$ cat src/rtl/pb_event_pkg.sv
`default_nettype none
// ============================================================================
// Module : pb_event_pkg
// Brief  : State encodings shared by the push-button event classifier.
// Rev    : 1.0  initial release
// ============================================================================
package pb_event_pkg;

    localparam int STATE_W = 3;

    typedef enum logic [STATE_W-1:0] {
        IDLE    = 3'd0,
        PRESSED = 3'd1,
        HOLD    = 3'd2,
        WAIT2   = 3'd3,
        DC_HELD = 3'd4
    } state_t;

endpackage : pb_event_pkg
`default_nettype wire

$ cat src/rtl/pb_event_classifier.sv
`default_nettype none
// ============================================================================
// Module : pb_event_classifier
// Brief  : Turns debounced button edges into single/double/long/repeat events.
// Rev    : 1.0  initial release
// ============================================================================
module pb_event_classifier
    import pb_event_pkg::*;
#(
    parameter int CNT_WIDTH     = 27,
    parameter int LONG_CYCLES   = 50_000_000,
    parameter int REPEAT_CYCLES = 10_000_000,
    parameter int DCLICK_CYCLES = 25_000_000
) (
    input  logic clk,
    input  logic rst,
    input  logic pb_state,
    input  logic pb_posedge,
    input  logic pb_negedge,
    output logic single_click,
    output logic double_click,
    output logic long_press,
    output logic repeat_tick,
    output logic pb_held
);

    localparam logic [CNT_WIDTH-1:0] c_LONG_LAST   = CNT_WIDTH'(LONG_CYCLES - 1);
    localparam logic [CNT_WIDTH-1:0] c_REPEAT_LAST = CNT_WIDTH'(REPEAT_CYCLES - 1);
    localparam logic [CNT_WIDTH-1:0] c_DCLICK_LAST = CNT_WIDTH'(DCLICK_CYCLES - 1);

    state_t                 r_state;
    state_t                 w_next_state;
    logic [CNT_WIDTH-1:0]   r_cnt;
    logic [CNT_WIDTH-1:0]   w_cnt_next;
    logic                   w_cnt_clear;
    logic                   w_single;
    logic                   w_double;
    logic                   w_long;
    logic                   w_repeat;

    // Release always beats a timeout in pressed states; press beats it otherwise.
    always_comb begin
        w_next_state = r_state;
        w_cnt_clear  = 1'b0;
        w_single     = 1'b0;
        w_double     = 1'b0;
        w_long       = 1'b0;
        w_repeat     = 1'b0;
        case (r_state)
            IDLE: begin
                if (pb_posedge) w_next_state = PRESSED;
            end
            PRESSED: begin
                if (pb_negedge) begin
                    w_next_state = WAIT2;
                end else if (r_cnt == c_LONG_LAST) begin
                    w_next_state = HOLD;
                    w_long       = 1'b1;
                end
            end
            HOLD: begin
                if (pb_negedge) begin
                    w_next_state = IDLE;
                end else if (r_cnt == c_REPEAT_LAST) begin
                    w_repeat    = 1'b1;
                    w_cnt_clear = 1'b1;
                end
            end
            WAIT2: begin
                if (pb_posedge) begin
                    w_next_state = DC_HELD;
                    w_double     = 1'b1;
                end else if (r_cnt == c_DCLICK_LAST) begin
                    w_next_state = IDLE;
                    w_single     = 1'b1;
                end
            end
            DC_HELD: begin
                if (pb_negedge) w_next_state = IDLE;
            end
            default: w_next_state = IDLE;
        endcase
    end

    always_comb begin
        w_cnt_next = r_cnt;
        if ((w_next_state != r_state) || w_cnt_clear) begin
            w_cnt_next = '0;
        end else if (r_state inside {PRESSED, HOLD, WAIT2}) begin
            w_cnt_next = r_cnt + 1'b1;
        end
    end

    always_ff @(posedge clk) begin
        if (rst) begin
            r_state      <= IDLE;
            r_cnt        <= '0;
            single_click <= 1'b0;
            double_click <= 1'b0;
            long_press   <= 1'b0;
            repeat_tick  <= 1'b0;
            pb_held      <= 1'b0;
        end else begin
            r_state      <= w_next_state;
            r_cnt        <= w_cnt_next;
            single_click <= w_single;
            double_click <= w_double;
            long_press   <= w_long;
            repeat_tick  <= w_repeat;
            pb_held      <= (w_next_state == HOLD) && pb_state;
        end
    end

endmodule : pb_event_classifier
`default_nettype wire
$ cat config.mk
export PLATFORM = sky130hd
export DESIGN_NAME = pb_event_classifier
export DESIGN_NICKNAME = d
export VERILOG_FILES = /design/src/rtl/pb_event_pkg.sv /design/src/rtl/pb_event_classifier.sv
export SDC_FILE = /design/constraint.sdc
export NUM_CORES = 1
export LEC_CHECK = 0
export BUFFER_PORTS_ARGS = -buffer_cell sky130_fd_sc_hd__buf_2
export CAP_MARGIN = 10
export CORE_MARGIN = 2
export CORE_UTILIZATION = 41
export DETAILED_ROUTE_END_ITERATION = 10
export GPL_TIMING_DRIVEN = 0
export HOLD_SLACK_MARGIN = 0.1
export PLACE_DENSITY_LB_ADDON = 0.08
export SLEW_MARGIN = 15
export SYNTH_ARGS = -nofsm -noshare
export SYNTH_HDL_FRONTEND = slang
export SYNTH_SLANG_ARGS = --single-unit
$ cat constraint.sdc
create_clock -name clk -period 1.8 [get_ports clk]
set_input_delay 0.27 -clock clk [delete_from_list [all_inputs] [get_ports clk]]
set_output_delay 0.27 -clock clk [all_outputs]
set_load 0.05 [all_outputs]
==> impl_metrics.env, run 1 <==
export IMPL_number_of_warnings_reported_in_the_yosys_synthesis_log=0
export IMPL_final_critical_path_setup_slack_ns=-0.0980
export IMPL_crit_family="simple AND/OR/NAND/NOR gates"
export IMPL_layout_area_seq_um2=716
export IMPL_synth_top_family_by_area="simple AND/OR/NAND/NOR gates"
export IMPL_worstMarginPinSlew_ns=0.484
export IMPL_ys_dominant_reg_cell="sky130_fd_sc_hd__dfxtp_1"
export IMPL_dr_vias=1734
export IMPL_post_dp_cell_area_um2=2070
export IMPL_cp_buffers_inverters=2
export IMPL_post_synth_fa_ha_maj_area_fraction_pct=0.637
export IMPL_synth_seq_area_share_pct=35.7
export IMPL_dieWidth_um=73.2
export IMPL_worst_hold_slack_ns=0.223
export IMPL_critical_path_startpoint_type="flip-flop"
export IMPL_grt_pass1_vias=1650
export IMPL_synth_edff_count=0
export IMPL_antenna_cells=0
export IMPL_cts_sinks=35
export IMPL_layout_drive_gt1_share_pct=32.9
export IMPL_cts_max_level=2
export IMPL_drt_drc_violations_left=0
export IMPL_layout_commonest_cell="sky130_fd_sc_hd__nor3_1"
export IMPL_timing_setup_critical_path_class="flip-flop to flip-flop"
export IMPL_row_count=25
export IMPL_report_final_hold_viol_count=0
export IMPL_period_share_pct=105
export IMPL_design_area_um2=2400
export IMPL_layout_core_utilization_pct=51.4
export IMPL_cts_tree="built"
export IMPL_clk_pin_slew_worst_paths_ns=0.07
export IMPL_post_synthesis_simple_gate_area_fraction_pct=40.3
export IMPL_synth_area_um2=1960
export IMPL_wl_per_cell_um=16.1
export IMPL_finalSetupViolations=27
export IMPL_post_place_ws_ns=-0.267
export IMPL_grt_remaining_overflow=0
export IMPL_design_die_area_um2=5360
export IMPL_grt_pass1_wl_mm=7.88
export IMPL_worst_hold_path_type="input port to flip-flop"
export IMPL_p_leak_uw=0.000817
export IMPL_gp_congestion=0.826
export IMPL_slowest_delay_ns=0.43
export IMPL_fmaxAchievable_mhz=527
export IMPL_ctsLongestPathBuffers=2
export IMPL_grt_antenna_before_repair=0
export IMPL_timing_max_slew_rel_slack_pct=67.7
export IMPL_fp_coreArea_um2=4660
export IMPL_io_buffers=8
export IMPL_postSynthRegisterBits=35
export IMPL_dp_hpwl_mm=3.32
export IMPL_grt_util_all_layers_pct=19.0
export IMPL_worstPathRequired_ns=1.97
export IMPL_multi_input_comb_area_um2=1260
export IMPL_nNetsFinal=251
export IMPL_share_of_the_synthesized_netlist_area_taken_by_xor_and_xnor_gates_pct=11.2
export IMPL_drt_iter0_markers=132
export IMPL_period_needed_ns=1.90
export IMPL_violations="setup timing"
export IMPL_cap_violations=0
export IMPL_timing_clock_skew_ns=0.0101
export IMPL_p_per_area_nw_per_um2=661
export IMPL_clock_latency_ns=0.29
export IMPL_synth_mux_area_fraction_pct=0.510
export IMPL_die_y_um=73.2
export IMPL_timing_max_transition_violations_final=0
export IMPL_grt_setup_unrepaired="yes"
export IMPL_async_set_or_reset_flop_fraction_in_the_synthesized_netlist_pct=0
export IMPL_drt_pass1_iterations=4
export IMPL_top_level_ports=10
export IMPL_clock_tree_root_cell="sky130_fd_sc_hd__clkbuf_8"
export IMPL_mostFrequentLayoutCells="sky130_fd_sc_hd__nor3_1 (29), sky130_fd_sc_hd__dfxtp_1 (23), sky130_fd_sc_hd__nand2_1 (17), sky130_fd_sc_hd__xnor2_1 (14), sky130_fd_sc_hd__buf_4 (14)"
export IMPL_critPathArrivalTime_ns=2.07
export IMPL_path_max_fanout=10
export IMPL_yosys_cell_types_count=51
export IMPL_vdd_ir_drop_max_v=0.000279
export IMPL_ant_nets=0
export IMPL_routed_wl_mm=4.82
export IMPL_numCtsBuffers=5
export IMPL_maximum_number_of_pins_on_one_net_before_global_route_repair=11
export IMPL_initial_core_util_pct=42.1
export IMPL_syn_mean_instance_area_um2=9.05
export IMPL_synth_compound_gate_area_share_pct=7.20
export IMPL_synth_nets=223
export IMPL_crit_slowest_cell="sky130_fd_sc_hd__or3_4"
export IMPL_layout_overhead_on_the_synthesized_area_pct=22.1
export IMPL_vias_per_cell=5.78
export IMPL_num_fill_cells=427
export IMPL_path_cells="or3_4 > nor4b_4 > a21bo_2 > o211a_1 > buf_6 > buf_8 > nor3_1"
export IMPL_outcome="complete, but fails checks"
export IMPL_synthesis_instances=217
export IMPL_critical_path_endpoint_type="flip-flop"
layer usage:
| metal | GRT usage [%] | routed length, µm | part of all wire [%] | vias to the layer above |
|---|---|---|---|---|
| li1 | - | - | - | 862 |
| met1 | 25.1 | 2340 | 49 | 817 |
| met2 | 29.0 | 2180 | 45 | 44 |
| met3 | 3.73 | 185 | 3.8 | 11 |
| met4 | 10.3 | 110 | 2.3 | 0 |
| met5 | 0 | 0 | 0 | - |
layout make-up:
cell class	instances	area share (%)
multi-input combinational	169	52.8
sequential	35	29.9
timing repair buffer	21	5.74
clock buffer	8	4.18
buffer	10	4.13
tap	54	2.82
inverter	3	0.470
through the flow:
| stage | setup TNS (ns) | std cells | total power (µW) |
|---|---|---|---|
| 3_3_place_gp | -6.47 | 279 | 930 |
| 3_5_place_dp | -5.83 | 279 | 934 |
| 5_1_grt | -4.72 | 300 | 1620 |
| 6_report | -2.05 | 300 | 1580 |
| 4_1_cts | -2.09 | 295 | 1580 |
| 2_1_floorplan | 0 | 217 | 899 |
report_power, final:
part           internal (µW)  total [µW]  switching [µW]
registers                781         790            9.10
clock network            350         643             293
logic                   64.0         152            87.7
worst paths after layout:
kind / startpoint / slack, ns / end / depth (start not counted)
hold reg to reg: r_cnt[1]$_SDFFE_PP0P_ / 0.55 / r_cnt[1]$_SDFFE_PP0P_ / 2
setup / recovery: r_cnt[8]$_SDFFE_PP0P_ / -0.1 / r_cnt[2]$_SDFFE_PP0P_ / 7
setup reg to reg: r_cnt[8]$_SDFFE_PP0P_ / -0.1 / r_cnt[2]$_SDFFE_PP0P_ / 7
hold / removal: pb_posedge / 0.22 / single_click$_SDFF_PP0_ / 2
sequential cells by signal, summed over array words and instances (netlist names):
| signal | flops |
|---|---|
| pb_held | 1 |
| single_click | 1 |
| r_state | 3 |
| double_click | 1 |
| repeat_tick | 1 |
| long_press | 1 |
| r_cnt | 27 |
Yosys cell counts (3+ instances only):
cell type | instances | share of area, %
sky130_fd_sc_hd__a21oi_1 | 3 | 0.76
sky130_fd_sc_hd__and2_2 | 3 | 1.1
sky130_fd_sc_hd__and3_1 | 3 | 0.96
sky130_fd_sc_hd__and3_2 | 4 | 1.5
sky130_fd_sc_hd__and4_1 | 3 | 1.3
sky130_fd_sc_hd__buf_6 | 4 | 2.3
sky130_fd_sc_hd__dfxtp_1 | 35 | 36
sky130_fd_sc_hd__inv_1 | 3 | 0.57
sky130_fd_sc_hd__nand2_1 | 17 | 3.3
sky130_fd_sc_hd__nand3_1 | 8 | 2.0
sky130_fd_sc_hd__nand4_1 | 12 | 3.8
sky130_fd_sc_hd__nor2_1 | 11 | 2.1
sky130_fd_sc_hd__nor3_1 | 30 | 7.6
sky130_fd_sc_hd__nor4_1 | 10 | 3.2
sky130_fd_sc_hd__or4_1 | 3 | 1.1
sky130_fd_sc_hd__xnor2_1 | 14 | 6.2
sky130_fd_sc_hd__xor2_1 | 11 | 4.9
cells by family after synthesis:
kind of cell / after synthesis
AOI/OAI and AO/OA: 16
xor gates and xnor gates: 25
adders and majority gates: 1
buffers and inverters: 13
DFF: 35
muxes: 1
and+or+nand+nor: 126
timing repair:
action                                  4_1_cts  5_1_grt
hold endpoints to repair                      0        0
resized for setup                            21       13
endpoints found under the setup margin       29       29
pin swaps                                     7        1
buffers inserted                              8        5
hold buffers                                  0        0
worst register-to-register path: cells and delay by family, from the launching register on:
kind | cells | cell delay (ns)
buffers and inverters | 2 | 0.28
AOI/OAI and AO/OA | 2 | 0.32
DFF | 1 | 0.32
and+or+nand+nor | 3 | 0.86
(Power assumes the default switching activity.)
==> run 2, diff against run 1 <==
--- a/config.mk
+++ b/config.mk
@@ -8,11 +8,11 @@
 export BUFFER_PORTS_ARGS = -buffer_cell sky130_fd_sc_hd__buf_2
 export CAP_MARGIN = 10
 export CORE_MARGIN = 2
-export CORE_UTILIZATION = 41
+export CORE_UTILIZATION = 45
 export DETAILED_ROUTE_END_ITERATION = 10
 export GPL_TIMING_DRIVEN = 0
 export HOLD_SLACK_MARGIN = 0.1
-export PLACE_DENSITY_LB_ADDON = 0.08
+export PLACE_DENSITY = 0.75
 export SLEW_MARGIN = 15
 export SYNTH_ARGS = -nofsm -noshare
 export SYNTH_HDL_FRONTEND = slang
==> run 2 against run 1 <==
  * The flow still finishes with violations (setup timing)
  * Non-clock buffer count increased by 2
  * Combinational power increased by 11%
  * First-iteration DRC count increased by 64%
  * Clock-buffer cell count decreased by 1
  * Highest routed layer unchanged
  * Hold slack got worse by 0.0020 ns
  * Wire length increased by 3.4%
  * Largest power group unchanged
==> impl_metrics.env, run 2 (synthesized netlist as in run 1, its figures left out) <==
export IMPL_outcome="complete, but fails checks"
export IMPL_violations="setup timing"
export IMPL_dieWidth_um=70.1
export IMPL_timing_reg2reg_setup_slack_ns=-0.06
export IMPL_dr_vias=1780
export IMPL_flip_flop_count_of_the_largest_register_after_layout=27
export IMPL_ant_nets=0
export IMPL_timing_max_transition_violations_final=0
export IMPL_grt_util_all_layers_pct=19.8
export IMPL_final_critical_path_setup_slack_ns=-0.0647
export IMPL_fmaxAchievable_mhz=536
export IMPL_timing_max_slew_rel_slack_pct=68.8
export IMPL_cap_violations=0
export IMPL_layout_drive_gt1_share_pct=37.5
export IMPL_clock_tree_root_cell="sky130_fd_sc_hd__clkbuf_8"
export IMPL_layout_core_utilization_pct=58.1
export IMPL_grt_setup_unrepaired="yes"
export IMPL_timing_reg2reg_worst_path_depth=6
export IMPL_endpoint="r_cnt[14]$_SDFFE_PP0P_"
export IMPL_finalSetupViolations=28
export IMPL_timing_rr_end="r_cnt[14]$_SDFFE_PP0P_"
export IMPL_grt_remaining_overflow=0
export IMPL_grt_pass1_wl_mm=7.75
export IMPL_grt_antenna_before_repair=0
export IMPL_design_area_um2=2480
export IMPL_period_needed_ns=1.86
export IMPL_dp_hpwl_mm=3.08
export IMPL_drt_drc_violations_left=0
export IMPL_regMostFlops="r_cnt"
export IMPL_wl_per_cell_um=16.6
export IMPL_vdd_ir_drop_max_v=0.000285
export IMPL_cts_sinks=35
export IMPL_numCtsBuffers=5
export IMPL_report_final_hold_viol_count=0
export IMPL_period_share_pct=104
export IMPL_mostFrequentLayoutCells="sky130_fd_sc_hd__nor3_1 (27), sky130_fd_sc_hd__dfxtp_1 (18), sky130_fd_sc_hd__nand2_1 (16), sky130_fd_sc_hd__xnor2_1 (14)"
export IMPL_io_buffers=8
export IMPL_nNetsFinal=253
export IMPL_grt_pass1_vias=1563
export IMPL_fp_coreArea_um2=4260
export IMPL_drt_pass1_iterations=4
export IMPL_gp_congestion=0.855
export IMPL_post_dp_cell_area_um2=2070
export IMPL_worstPathRequired_ns=1.98
export IMPL_clock_latency_ns=0.28
export IMPL_path_max_fanout=10
export IMPL_timing_clock_skew_ns=0.00180
export IMPL_layout_commonest_cell="sky130_fd_sc_hd__nor3_1"
export IMPL_clk_pin_slew_worst_paths_ns=0.07
export IMPL_ctsLongestPathBuffers=2
export IMPL_worst_hold_slack_ns=0.221
export IMPL_die_y_um=70.1
export IMPL_initial_core_util_pct=46.0
export IMPL_p_leak_uw=0.000839
export IMPL_rr_startpoint="r_cnt[21]$_SDFFE_PP0P_"
export IMPL_drt_iter0_markers=217
export IMPL_row_count=24
export IMPL_worstMarginPinSlew_ns=0.469
export IMPL_critPathArrivalTime_ns=2.05
export IMPL_vias_per_cell=5.93
export IMPL_critical_path_endpoint_type="flip-flop"
export IMPL_setup_worst_path_start="r_cnt[21]$_SDFFE_PP0P_"
export IMPL_finalPower_uw=1510
export IMPL_design_die_area_um2=4910
export IMPL_critical_path_startpoint_type="flip-flop"
export IMPL_cts_max_level=2
export IMPL_worst_hold_path_type="input port to flip-flop"
export IMPL_antenna_cells=0
export IMPL_top_level_ports=10
export IMPL_timing_setup_critical_path_class="flip-flop to flip-flop"
export IMPL_routed_wl_mm=4.98
export IMPL_p_per_area_nw_per_um2=609
export IMPL_cts_tree="built"
export IMPL_layout_overhead_on_the_synthesized_area_pct=26.2
export IMPL_top_registers="r_cnt: 27 flops, r_state: 3 flops"
export IMPL_post_place_ws_ns=-0.286
export IMPL_maximum_number_of_pins_on_one_net_before_global_route_repair=11
[run 2: cell count changes in the layout (fill, tap and decap cells not counted), sizes merged]
cell	change
buf	+1
clkinv	+1
[run 2: where the power goes]
| group | internal, µW | switching, µW | total [µW] |
|---|---|---|---|
| logic | 75.4 | 93.9 | 169 |
| clock network | 272 | 282 | 554 |
| registers | 775 | 9.51 | 784 |
[run 2: final cells by class]
cell class	instances	area, µm²
plain buffers	10	106
clock buffers	7	76.3
clock inverters	1	5.00
fillers	362	1790
inverters	3	11.3
multi-input cells	169	1310
flip-flops and latches	35	732
well taps	52	65.1
repair buffers	23	174
[run 2: stage by stage]
step	TNS [ns]	std cells
after floorplan	0	217
after global placement	-5.86	277
after detailed placement	-6.14	277
after CTS	-1.22	294
after global routing	-3.03	300
final	-1.43	300
[run 2: metal layers]
layer,track usage (%),part of all wire [%]
met5,0,0
met4,6.84,2.2
met3,4.91,5.7
met2,31.2,48
met1,26.4,44
[run 2: how the worst min path moves through the flow]
stage / from / end / slack [ns] / cells after the start
finish: pb_state / pb_held$_SDFF_PP0_ / 0.22 / 3
global route: pb_state / pb_held$_SDFF_PP0_ / 0.23 / 3
CTS: pb_state / pb_held$_SDFF_PP0_ / 0.22 / 3
detailed placement: pb_state / pb_held$_SDFF_PP0_ / 0.52 / 3
global placement: pb_posedge / single_click$_SDFF_PP0_ / 0.51 / 2
floorplan: pb_posedge / single_click$_SDFF_PP0_ / 0.35 / 1
[run 2: repair_timing]
item                                    in CTS  in global routing
buffers inserted                             9                  5
hold endpoints to repair                     0                  0
cloned                                       0                  1
endpoints found under the setup margin      30                 30
pin swaps                                    8                  9
resized for setup                           24                 31
hold buffers                                 0                  0
[run 2: critical path: stages, from the launching register on]
cell and delay [ns]:
sky130_fd_sc_hd__dfxtp_4 0.36, sky130_fd_sc_hd__or4_4 0.54, sky130_fd_sc_hd__nor4_4 0.22, sky130_fd_sc_hd__nand4_1 0.24, sky130_fd_sc_hd__nand2b_4 0.18, sky130_fd_sc_hd__buf_8 0.15
sky130_fd_sc_hd__nor3_1 0.05
==> run 3, diff against run 2 <==
--- a/config.mk
+++ b/config.mk
@@ -12,7 +12,7 @@
 export DETAILED_ROUTE_END_ITERATION = 10
 export GPL_TIMING_DRIVEN = 0
 export HOLD_SLACK_MARGIN = 0.1
-export PLACE_DENSITY = 0.75
+export PLACE_DENSITY = 0.73
 export SLEW_MARGIN = 15
 export SYNTH_ARGS = -nofsm -noshare
 export SYNTH_HDL_FRONTEND = slang
==> constraint.sdc (replaced) <==
create_clock -name clk -period 2.1 [get_ports clk]
set_input_delay 0.315 -clock clk [delete_from_list [all_inputs] [get_ports clk]]
set_output_delay 0.315 -clock clk [all_outputs]
set_load 0.05 [all_outputs]
==> run 3 against run 2 <==
  * The run now ends clean
  * Clock skew grew 0.0043 ns
  * Critical path depth grew 1
  * Cell count shrank 5.0%
  * Worst setup slack gained 0.19 ns
  * First-iteration DRC count shrank 32%
  * Fmax shrank 5.5%
  * Global-route usage shrank 1.0 points
  * Clock-buffer cell count is the same
  * Wire length shrank 13%
  * Cell area shrank 12%
  * Via count shrank 6.2%
  * Die area is the same
  * Largest cell class unchanged
==> impl_metrics.env, run 3 (synthesized netlist as in run 1, its figures left out) <==
export IMPL_die_y_um=70.1
export IMPL_layout_drive_gt1_share_pct=19.7
export IMPL_post_dp_cell_area_um2=2070
export IMPL_p_per_area_nw_per_um2=574
export IMPL_use_met2_pct=30.1
export IMPL_fp_coreArea_um2=4260
export IMPL_mostFrequentLayoutCells="sky130_fd_sc_hd__dfxtp_1 (35), sky130_fd_sc_hd__nor3_1 (30), sky130_fd_sc_hd__nand2_1 (17), sky130_fd_sc_hd__xnor2_1 (14), sky130_fd_sc_hd__nand4_1 (12)"
export IMPL_groute_layer_met3_usage_pct=5.05
export IMPL_regMostFlops="r_cnt"
export IMPL_routed_wl_mm=4.33
export IMPL_initial_core_util_pct=46.0
export IMPL_cap_violations=0
export IMPL_cts_sinks=35
export IMPL_flip_flop_count_of_the_largest_register_after_layout=27
export IMPL_period_needed_ns=1.97
export IMPL_design_die_area_um2=4910
export IMPL_cts_hold_fix_buffers=0
export IMPL_path_max_fanout=10
export IMPL_post_cts_repair_setup_buffers=0
export IMPL_worstPathRequired_ns=2.27
export IMPL_clock_tree_root_cell="sky130_fd_sc_hd__clkbuf_8"
export IMPL_ctsLongestPathBuffers=2
export IMPL_worstMarginPinSlew_ns=0.445
export IMPL_numCtsBuffers=5
export IMPL_critPathArrivalTime_ns=2.15
export IMPL_drt_pass1_iterations=4
export IMPL_drt_iter0_markers=147
export IMPL_cts_tree="built"
export IMPL_post_place_ws_ns=-0.0477
export IMPL_clock_latency_ns=0.29
export IMPL_timing_reg2reg_setup_slack_ns=0.13
export IMPL_outcome="complete, no violations"
export IMPL_timing_setup_critical_path_class="flip-flop to flip-flop"
export IMPL_design_area_um2=2190
export IMPL_dieWidth_um=70.1
export IMPL_met1_usage_pct=23.8
export IMPL_grt_pass1_wl_mm=7.35
export IMPL_layout_overhead_on_the_synthesized_area_pct=11.3
export IMPL_fmaxAchievable_mhz=507
export IMPL_grt_remaining_overflow=0
export IMPL_drt_drc_violations_left=0
export IMPL_grt_pass1_vias=1610
export IMPL_worst_hold_path_type="input port to flip-flop"
export IMPL_finalSetupViolations=0
export IMPL_grt_setup_unrepaired="no"
export IMPL_report_final_hold_viol_count=0
export IMPL_vdd_ir_drop_max_v=0.000425
export IMPL_nNetsFinal=238
export IMPL_timing_max_transition_violations_final=0
export IMPL_p_leak_uw=0.000723
export IMPL_dp_hpwl_mm=3.08
export IMPL_grt_util_all_layers_pct=18.8
export IMPL_io_buffers=8
export IMPL_row_count=24
export IMPL_timing_clock_skew_ns=0.00610
export IMPL_finalPower_uw=1250
export IMPL_critical_path_endpoint_type="flip-flop"
export IMPL_top_registers="r_cnt: 27 flops, r_state: 3 flops"
export IMPL_antenna_cells=0
export IMPL_dr_vias=1669
export IMPL_ant_nets=0
export IMPL_clk_pin_slew_worst_paths_ns=0.07
export IMPL_grt_busiest_layer="met2"
export IMPL_layout_commonest_cell="sky130_fd_sc_hd__dfxtp_1"
export IMPL_cts_max_level=2
export IMPL_gp_congestion=0.812
export IMPL_period_share_pct=94.0
export IMPL_critical_path_startpoint_type="flip-flop"
export IMPL_timing_max_slew_rel_slack_pct=70.0
export IMPL_final_critical_path_setup_slack_ns=0.126
export IMPL_maximum_number_of_pins_on_one_net_before_global_route_repair=11
export IMPL_wl_per_cell_um=15.2
export IMPL_top_level_ports=10
export IMPL_vias_per_cell=5.86
export IMPL_grt_antenna_before_repair=0
## run 3: cell types whose count changed in the layout (fill, tap and decap cells not counted), moves of 3 or more
cell / before / now
sky130_fd_sc_hd__dfxtp_4: 4 / 0
sky130_fd_sc_hd__nor3_2: 3 / 0
sky130_fd_sc_hd__buf_8: 4 / 0
sky130_fd_sc_hd__nor4_1: 5 / 10
sky130_fd_sc_hd__buf_4: 13 / 2
sky130_fd_sc_hd__dfxtp_1: 18 / 35
sky130_fd_sc_hd__nor4_2: 4 / 0
sky130_fd_sc_hd__nor3_1: 27 / 30
sky130_fd_sc_hd__dfxtp_2: 13 / 0
## run 3: final cells by class
| cell class | instances | area, µm² |
|---|---|---|
| Tap cell | 52 | 65.1 |
| Clock buffer | 7 | 76.3 |
| Clock inverter | 1 | 5.00 |
| Sequential cell | 35 | 701 |
| Fill cell | 423 | 2080 |
| Multi-Input combinational cell | 169 | 1210 |
| Timing Repair Buffer | 8 | 40.0 |
| Inverter | 3 | 11.3 |
| Buffer | 10 | 76.3 |
## run 3: path summary, 6_finish.rpt
path / start / end / depth (start not counted)
setup / recovery: r_cnt[7]$_SDFFE_PP0P_ / r_cnt[11]$_SDFFE_PP0P_ / 7
hold / removal: pb_posedge / single_click$_SDFF_PP0_ / 2
setup reg to reg: r_cnt[7]$_SDFFE_PP0P_ / r_cnt[11]$_SDFFE_PP0P_ / 7
hold reg to reg: r_cnt[1]$_SDFFE_PP0P_ / r_cnt[1]$_SDFFE_PP0P_ / 2
## run 3: metal layers
layer / vias up / part of all wire [%] / wire (µm)
met4: 0 / 1.5 / 63
li1: 834 / - / -
met5: - / 0 / 0
met2: 35 / 46 / 2010
met1: 796 / 48 / 2070
met3: 4 / 4.5 / 193
## run 3: report_power, final
part	switching [µW]	leakage [µW]	internal, µW
sequential	6.98	0.000282	669
combinational	68.1	0.000398	42.4
clock	235	0.0000422	233
total	310	0.000723	944
## run 3: stage by stage
step / cells / setup TNS [ns] / utilization [%] / hold slack (ns)
after floorplan: 217 / 0 / - / 0.391
after global placement: 277 / 0 / 48.5 / 0.522
after detailed placement: 277 / -0.627 / 48.5 / 0.545
after CTS: 285 / 0 / 50.6 / 0.256
after global routing: 285 / 0 / 51.3 / 0.270
final: 285 / 0 / 51.3 / 0.271
## run 3: timing repair
item                       4_1_cts  5_1_grt
pin swaps                        0        1
resized for setup                1        4
setup endpoints to repair       20       21
## run 3: critical path: stages, from the launching register on
cell	delay, ns
sky130_fd_sc_hd__dfxtp_1	0.34
sky130_fd_sc_hd__or3_4	0.44
sky130_fd_sc_hd__nor4b_4	0.37
sky130_fd_sc_hd__a21bo_2	0.18
sky130_fd_sc_hd__o211a_1	0.14
sky130_fd_sc_hd__buf_6	0.14
sky130_fd_sc_hd__buf_4	0.18
sky130_fd_sc_hd__nor3_1	0.07
